<file path="config.mk">
export PLATFORM = sky130hd
export DESIGN_NAME = spi_pwm_config_flat
export DESIGN_NICKNAME = d
export VERILOG_FILES = /design/src/rtl/spi_pwm_config_if.sv /design/src/rtl/spi_pwm_config.sv /design/src/flat_wrapper.sv
export SDC_FILE = /design/constraint.sdc
export NUM_CORES = 1
export LEC_CHECK = 0
export ABC_AREA = 1
export CORE_MARGIN = 2
export CORE_UTILIZATION = 50
export CTS_CLUSTER_DIAMETER = 50
export DETAILED_ROUTE_END_ITERATION = 12
export PLACE_DENSITY_LB_ADDON = 0.2
export SETUP_SLACK_MARGIN = 0.15
export SLEW_MARGIN = 30
export SYNTH_ARGS = -nofsm -noshare
export SYNTH_HDL_FRONTEND = slang
export SYNTH_SLANG_ARGS = --single-unit
</file>
<file path="constraint.sdc">
create_clock -name clk -period 1.8 [get_ports clk]
set_clock_uncertainty 0.2 [all_clocks]
set_input_delay 0.27 -clock clk [delete_from_list [all_inputs] [get_ports clk]]
set_output_delay 0.27 -clock clk [all_outputs]
set_load 0.005 [all_outputs]
</file>
<file path="src/rtl/spi_pwm_config_if.sv">
// SPI pin bundle between an external SPI master and the PWM config front-end.
// Signals: sclk (SPI clock, mode 0), copi (data to slave, MSB first),
//          ncs (chip select, active-low). Write-only link, so there is no CIPO.
`timescale 1ns/1ps
interface spi_pwm_config_if;
   logic sclk;
   logic copi;
   logic ncs;

   modport master (output sclk, output copi, output ncs);
   modport slave  (input  sclk, input  copi, input  ncs);
endinterface

</file>
<file path="src/rtl/spi_pwm_config.sv">
// SPI-slave register front-end for the PWM peripheral.
// Receives 16-bit write frames {rw, addr[6:0], data[7:0]} (MSB first) and
// commits the data byte into one of ten 8-bit configuration registers.
// Ports:
//   clk, rst_n        system clock, async active-low reset
//   spi (slave)       sclk / copi / ncs, all asynchronous to clk
//   en_out .. pwm_gen_3_2_frequency_divider   config registers 0x00..0x09
//   wr_strobe         one-cycle pulse on a committed write
//   wr_addr           address of the last committed write
//   frame_err         one-cycle pulse on a rejected frame
//
// state     | meaning
// ----------+------------------------------------------------------------
// ST_IDLE   | waiting for nCS fall, bit counter held at 0
// ST_SHIFT  | shifting COPI on each SCLK rise until nCS rises
// ST_COMMIT | one cycle: validate frame, write register or flag error
`timescale 1ns/1ps
module spi_pwm_config #(
   parameter logic [6:0] MAX_ADDR    = 7'h09,
   parameter int         SYNC_STAGES = 2
) (
   input  logic                 clk,
   input  logic                 rst_n,
   spi_pwm_config_if.slave      spi,
   output logic [7:0]           en_out,
   output logic [7:0]           en_pwm_out,
   output logic [7:0]           out_3_0_pwm_chanel,
   output logic [7:0]           out_7_4_pwm_chanel,
   output logic [7:0]           pwm_gen_0_duty_cycle,
   output logic [7:0]           pwm_gen_1_duty_cycle,
   output logic [7:0]           pwm_gen_2_duty_cycle,
   output logic [7:0]           pwm_gen_3_duty_cycle,
   output logic [7:0]           pwm_gen_1_0_frequency_divider,
   output logic [7:0]           pwm_gen_3_2_frequency_divider,
   output logic                 wr_strobe,
   output logic [6:0]           wr_addr,
   output logic                 frame_err
);

   localparam logic [1:0] ST_IDLE   = 2'd0;
   localparam logic [1:0] ST_SHIFT  = 2'd1;
   localparam logic [1:0] ST_COMMIT = 2'd2;

   localparam logic [4:0] CNT_FULL = 5'd16;
   localparam logic [4:0] CNT_OVER = 5'd17;

   logic [SYNC_STAGES-1:0] sclk_sync;
   logic [SYNC_STAGES-1:0] copi_sync;
   logic [SYNC_STAGES-1:0] ncs_sync;
   logic                   sclk_d;
   logic                   ncs_d;

   // Synchronisers reset to the idle bus levels so a reset never fakes an edge.
   always_ff @(posedge clk or negedge rst_n) begin
      if (!rst_n) begin
         sclk_sync <= '0;
         copi_sync <= '0;
         ncs_sync  <= '1;
         sclk_d    <= 1'b0;
         ncs_d     <= 1'b1;
      end else begin
         sclk_sync <= {sclk_sync[SYNC_STAGES-2:0], spi.sclk};
         copi_sync <= {copi_sync[SYNC_STAGES-2:0], spi.copi};
         ncs_sync  <= {ncs_sync[SYNC_STAGES-2:0],  spi.ncs};
         sclk_d    <= sclk_sync[SYNC_STAGES-1];
         ncs_d     <= ncs_sync[SYNC_STAGES-1];
      end
   end

   logic sclk_s, copi_s, ncs_s;
   logic sclk_rise, ncs_fall, ncs_rise;

   assign sclk_s    = sclk_sync[SYNC_STAGES-1];
   assign copi_s    = copi_sync[SYNC_STAGES-1];
   assign ncs_s     = ncs_sync[SYNC_STAGES-1];
   assign sclk_rise = sclk_s & ~sclk_d;
   assign ncs_fall  = ~ncs_s & ncs_d;
   assign ncs_rise  = ncs_s & ~ncs_d;

   logic [1:0]  state;
   logic [4:0]  bit_cnt;
   logic [15:0] shreg;
   logic [6:0]  frame_addr;
   logic [7:0]  frame_data;
   logic        frame_len_ok;
   logic        commit_we;
   logic        commit_err;

   assign frame_addr   = shreg[14:8];
   assign frame_data   = shreg[7:0];
   assign frame_len_ok = (bit_cnt == CNT_FULL);
   // Correct-length read frames are silently ignored; wrong length is always an error.
   assign commit_we    = (state == ST_COMMIT) && frame_len_ok && shreg[15]
                         && (frame_addr <= MAX_ADDR);
   assign commit_err   = (state == ST_COMMIT) &&
                         (!frame_len_ok || (shreg[15] && (frame_addr > MAX_ADDR)));

   always_ff @(posedge clk or negedge rst_n) begin
      if (!rst_n) begin
         state     <= ST_IDLE;
         bit_cnt   <= '0;
         shreg     <= '0;
         wr_strobe <= 1'b0;
         frame_err <= 1'b0;
         wr_addr   <= '0;
      end else begin
         wr_strobe <= commit_we;
         frame_err <= commit_err;
         if (commit_we) wr_addr <= frame_addr;
         case (state)
            ST_IDLE: begin
               bit_cnt <= '0;
               if (ncs_fall) begin
                  state <= ST_SHIFT;
                  shreg <= '0;
               end
            end
            ST_SHIFT: begin
               // An SCLK edge landing with the nCS rise belongs to no frame.
               if (ncs_rise) begin
                  state <= ST_COMMIT;
               end else if (sclk_rise) begin
                  shreg <= {shreg[14:0], copi_s};
                  if (bit_cnt != CNT_OVER) bit_cnt <= bit_cnt + 5'd1;
               end
            end
            ST_COMMIT: state <= ST_IDLE;
            default:   state <= ST_IDLE;
         endcase
      end
   end

   always_ff @(posedge clk or negedge rst_n) begin
      if (!rst_n) begin
         en_out                        <= '0;
         en_pwm_out                    <= '0;
         out_3_0_pwm_chanel            <= '0;
         out_7_4_pwm_chanel            <= '0;
         pwm_gen_0_duty_cycle          <= '0;
         pwm_gen_1_duty_cycle          <= '0;
         pwm_gen_2_duty_cycle          <= '0;
         pwm_gen_3_duty_cycle          <= '0;
         pwm_gen_1_0_frequency_divider <= '0;
         pwm_gen_3_2_frequency_divider <= '0;
      end else if (commit_we) begin
         case (frame_addr)
            7'h00:   en_out                        <= frame_data;
            7'h01:   en_pwm_out                    <= frame_data;
            7'h02:   out_3_0_pwm_chanel            <= frame_data;
            7'h03:   out_7_4_pwm_chanel            <= frame_data;
            7'h04:   pwm_gen_0_duty_cycle          <= frame_data;
            7'h05:   pwm_gen_1_duty_cycle          <= frame_data;
            7'h06:   pwm_gen_2_duty_cycle          <= frame_data;
            7'h07:   pwm_gen_3_duty_cycle          <= frame_data;
            7'h08:   pwm_gen_1_0_frequency_divider <= frame_data;
            7'h09:   pwm_gen_3_2_frequency_divider <= frame_data;
            default: ;
         endcase
      end
   end

endmodule

</file>
<file path="src/flat_wrapper.sv">
// flat-port wrapper written by rule: the top's interface ports become plain ports
module spi_pwm_config_flat 
#(
   parameter logic [6:0] MAX_ADDR    = 7'h09,
   parameter int         SYNC_STAGES = 2
)
  (clk, rst_n, en_out, en_pwm_out, out_3_0_pwm_chanel, out_7_4_pwm_chanel, pwm_gen_0_duty_cycle, pwm_gen_1_duty_cycle, pwm_gen_2_duty_cycle, pwm_gen_3_duty_cycle, pwm_gen_1_0_frequency_divider, pwm_gen_3_2_frequency_divider, wr_strobe, wr_addr, frame_err, spi_sclk, spi_copi, spi_ncs);
  spi_pwm_config_if spi_i ();
  input  logic clk;
  input  logic rst_n;
  output logic [7:0] en_out;
  output logic [7:0] en_pwm_out;
  output logic [7:0] out_3_0_pwm_chanel;
  output logic [7:0] out_7_4_pwm_chanel;
  output logic [7:0] pwm_gen_0_duty_cycle;
  output logic [7:0] pwm_gen_1_duty_cycle;
  output logic [7:0] pwm_gen_2_duty_cycle;
  output logic [7:0] pwm_gen_3_duty_cycle;
  output logic [7:0] pwm_gen_1_0_frequency_divider;
  output logic [7:0] pwm_gen_3_2_frequency_divider;
  output logic wr_strobe;
  output logic [6:0] wr_addr;
  output logic frame_err;
  input wire logic [$bits(spi_i.sclk)-1:0] spi_sclk;
  input wire logic [$bits(spi_i.copi)-1:0] spi_copi;
  input wire logic [$bits(spi_i.ncs)-1:0] spi_ncs;
  assign spi_i.sclk = spi_sclk;
  assign spi_i.copi = spi_copi;
  assign spi_i.ncs = spi_ncs;
  spi_pwm_config #(.MAX_ADDR(MAX_ADDR), .SYNC_STAGES(SYNC_STAGES)) u_core (.clk(clk), .rst_n(rst_n), .spi(spi_i), .en_out(en_out), .en_pwm_out(en_pwm_out), .out_3_0_pwm_chanel(out_3_0_pwm_chanel), .out_7_4_pwm_chanel(out_7_4_pwm_chanel), .pwm_gen_0_duty_cycle(pwm_gen_0_duty_cycle), .pwm_gen_1_duty_cycle(pwm_gen_1_duty_cycle), .pwm_gen_2_duty_cycle(pwm_gen_2_duty_cycle), .pwm_gen_3_duty_cycle(pwm_gen_3_duty_cycle), .pwm_gen_1_0_frequency_divider(pwm_gen_1_0_frequency_divider), .pwm_gen_3_2_frequency_divider(pwm_gen_3_2_frequency_divider), .wr_strobe(wr_strobe), .wr_addr(wr_addr), .frame_err(frame_err));
endmodule
</file>
==> impl_metrics.py <==
metrics = {
    "global_route": {
        "grt_pass1_vias": 4580,
        "grt_max_degree": 55,
        "grt.total_usage_pct": 25.81,
        "grt_pass1_wl_um": 22660,
        "antenna_found_initial": 0,
        "overflow": 0,
    },
    "yosys": {
        "syn_area_per_cell_um2": 8.933,
        "syn_inst": 579,
        "ys_warn_count": 0,
        "ys_ff_latch": 120,
        "synth_area_um2": 5172,
        "yosysSeqAreaShare_pct": 58.13,
        "synth.distinct_cells": 20,
        "syn_nets": 587,
    },
    "drt": {
        "routed_wl_um": 17630,
        "avgRoutedWirePerCell_um": 19.10,
        "drtPass1Iterations": 6,
        "drtIter0Drc": 446,
        "via_per_inst": 5.728,
        "drc_errors": 0,
        "vias": 5287,
        "ant_nets": 0,
    },
    "power": {
        "p_switching_mw": 1.544,
        "power.internal_mw": 5.102,
        "swShare_pct": 23.23,
        "pwr-share-seq_pct": 42.3,
        "ir_worst_vdd_mv": 0.6033,
        "power_mw": 6.645,
        "cellLeakagePower_nw": 4.249,
        "power.density_nw_per_um2": 805.8,
        "combPwrFrac_pct": 6.0,
        "p_clk_share_pct": 51.7,
    },
    "final_layout": {
        "syn2layout_area_growth_pct": 59.43,
        "final_cell_mix": "nand2_1, dfrtp_1, buf_4",
        "finalNonFillerCells": 923,
        "fin_area_um2": 8247,
        "fin_util_pct": 80.97,
        "drive_gt1_share_pct": 30.24,
        "final_common_cell": "nand2_1",
        "fillers": 562,
        "antennaDiodeCount": 0,
        "finalNetCount": 782,
    },
    "floorplan": {
        "die_area_um2": 11170,
        "fp.dieH_um": 105.7,
        "start_util_pct": 50.79,
        "core_um2": 10180,
        "fp.dieW_um": 105.7,
        "ios": 94,
        "rows": 37,
    },
    "placed_design": {
        "place_area_um2": 6400,
        "hpwl_um": 8554,
        "dp.cells": 809,
        "dp_slack_ns": -0.02517,
        "gp_congestion": 0.8067,
        "port_buffers": 93,
    },
    "clock_tree": {
        "clock_path_buffers": 2,
        "cts.sinks": 120,
        "root_buffer": "clkbuf_8",
        "cts_tree": "done",
        "clk_pin_slew_ns": 0.06,
        "cts_buffers": 17,
        "clock_latency_ns": 0.53,
        "h-tree-depth": 4,
    },
    "critical_path": {
        "cp_max_fo": 9,
        "worst_setup_path_start_kind": "flip-flop",
        "cp.arrival_ns": 2.15,
        "worstPathRequired_ns": 2.01,
        "endpoint_kind": "flip-flop",
        "worst-setup-path-type": "flip-flop to flip-flop",
    },
    "sta": {
        "worst_pin_slew_ns": 0.6539,
        "hold_viol": 0,
        "maxSlewHeadroom_pct": 56.41,
        "fmax_ghz": 0.5163,
        "min_period_ns": 1.937,
        "finalCritPeriodShare_pct": 107.6,
        "fin_ws_ns": -0.1367,
        "hold_slack_ns": 0.1120,
        "finalMaxSlewViolations": 0,
        "rsz0062_at_grt": "true",
        "finalSetupViolations": 22,
        "setup_tns_ns": -1.724,
    },
    "worst_hold_path": {
        "hold_class": "input port to async pin",
    },
    "outcome": {
        "violations": "setup timing",
        "status": "complete, but fails checks",
    },
    "run": {
        "drv_cap": 0,
    },
}
==> sequential cells by signal (all words and copies together) (netlist names), 5 cells and up <==
signal,flops
u_core.bit_cnt,5
u_core.en_out,8
u_core.en_pwm_out,8
u_core.out_3_0_pwm_chanel,8
u_core.out_7_4_pwm_chanel,8
u_core.pwm_gen_0_duty_cycle,8
u_core.pwm_gen_1_0_frequency_divider,8
u_core.pwm_gen_1_duty_cycle,8
u_core.pwm_gen_2_duty_cycle,8
u_core.pwm_gen_3_2_frequency_divider,8
u_core.pwm_gen_3_duty_cycle,8
u_core.shreg,16
u_core.wr_addr,7
==> Yosys cell counts <==
master | number | area, µm²
clkbuf_1 | 12 | 45.04
buf_6 | 9 | 101.4
nor2_2 | 10 | 62.56
o21bai_1 | 1 | 7.510
and2_1 | 1 | 6.260
ha_1 | 3 | 37.54
nand3_2 | 3 | 30.03
o21ai_0 | 22 | 110.1
nand3_1 | 20 | 100.1
buf_8 | 1 | 15.01
dfrtp_1 | 117 | 2928
xnor2_1 | 1 | 8.760
buf_2 | 13 | 65.06
a21oi_1 | 1 | 5.000
nor2_4 | 1 | 11.26
dfstp_2 | 3 | 78.83
nor2_1 | 37 | 138.9
nand2_1 | 210 | 788.3
inv_1 | 32 | 120.1
nand4_1 | 82 | 513.0
==> critical path: stages, from the launching register on <==
cell and delay [ns]:
dfrtp_1 0.42, inv_1 0.14, nor2_1 0.23, and2_1 0.44, nand3_4 0.21, nand2_1 0.11, nand2_1 0.07
==> routing by layer <==
layer	share of wire (%)	vias up	global-route usage, %
li1	-	2319	-
met5	0	-	0
met3	8.0	68	6.061
met4	3.8	0	10.81
met2	49	330	40.18
met1	39	2570	34.94
==> path summary, 6_finish.rpt <==
path / from / end / slack, ns / cells after the start
min reg2reg: u_core.sclk_sync[0]$_DFF_PN0_ / u_core.sclk_sync[1]$_DFF_PN0_ / 0.16 / 0
max reg2reg: u_core.shreg[8]$_DFFE_PN0P_ / u_core.pwm_gen_3_2_frequency_divider[1]$_DFFE_PN0P_ / -0.14 / 6
max in group asynchronous: rst_n / u_core.pwm_gen_3_duty_cycle[6]$_DFFE_PN0P_ / 0.75 / 3
max: u_core.shreg[8]$_DFFE_PN0P_ / u_core.pwm_gen_3_2_frequency_divider[1]$_DFFE_PN0P_ / -0.14 / 6
min in group clk: u_core.sclk_sync[0]$_DFF_PN0_ / u_core.sclk_sync[1]$_DFF_PN0_ / 0.16 / 0
min: rst_n / u_core.pwm_gen_0_duty_cycle[4]$_DFFE_PN0P_ / 0.11 / 3
==> power groups by stage <==
stage | sequential, mW | clock (mW) | combinational [mW]
after global placement | 2.84 | 0 | 0.272
after floorplan | 2.81 | 0 | 0.154
after detailed placement | 2.84 | 0 | 0.281
after global routing | 2.81 | 3.56 | 0.446
final | 2.81 | 3.44 | 0.402
after CTS | 2.80 | 3.40 | 0.322
==> kinds of logic after synthesis <==
family          after synthesis  share of synthesized area, %
flops                       120                         58.13
buf+inv                      67                         6.700
xor+xnor                      1                        0.1694
simple gates                364                         31.91
compound gates               24                         2.371
fa+ha+maj                     3                        0.7258
==> what timing repair did <==
item,in CTS,in global routing
setup buffers,30,35
hold buffers,5,0
hold endpoints to repair,123,0
resized for setup,146,155
pin swaps,3,19
endpoints found under the setup margin,177,173
cloned,2,10
==> layout make-up <==
class                      instances  area [µm²]  share of cell area [%]
timing repair buffer             211        2156                   26.14
clock buffer                      23       466.7                   5.659
sequential                       120        3007                   36.46
clock inverter                     9       122.6                   1.487
multi-input combinational        392        2202                   26.70
inverter                          32       122.6                   1.487
tap                              136       170.2                   2.063
(Power assumes the default switching activity.)
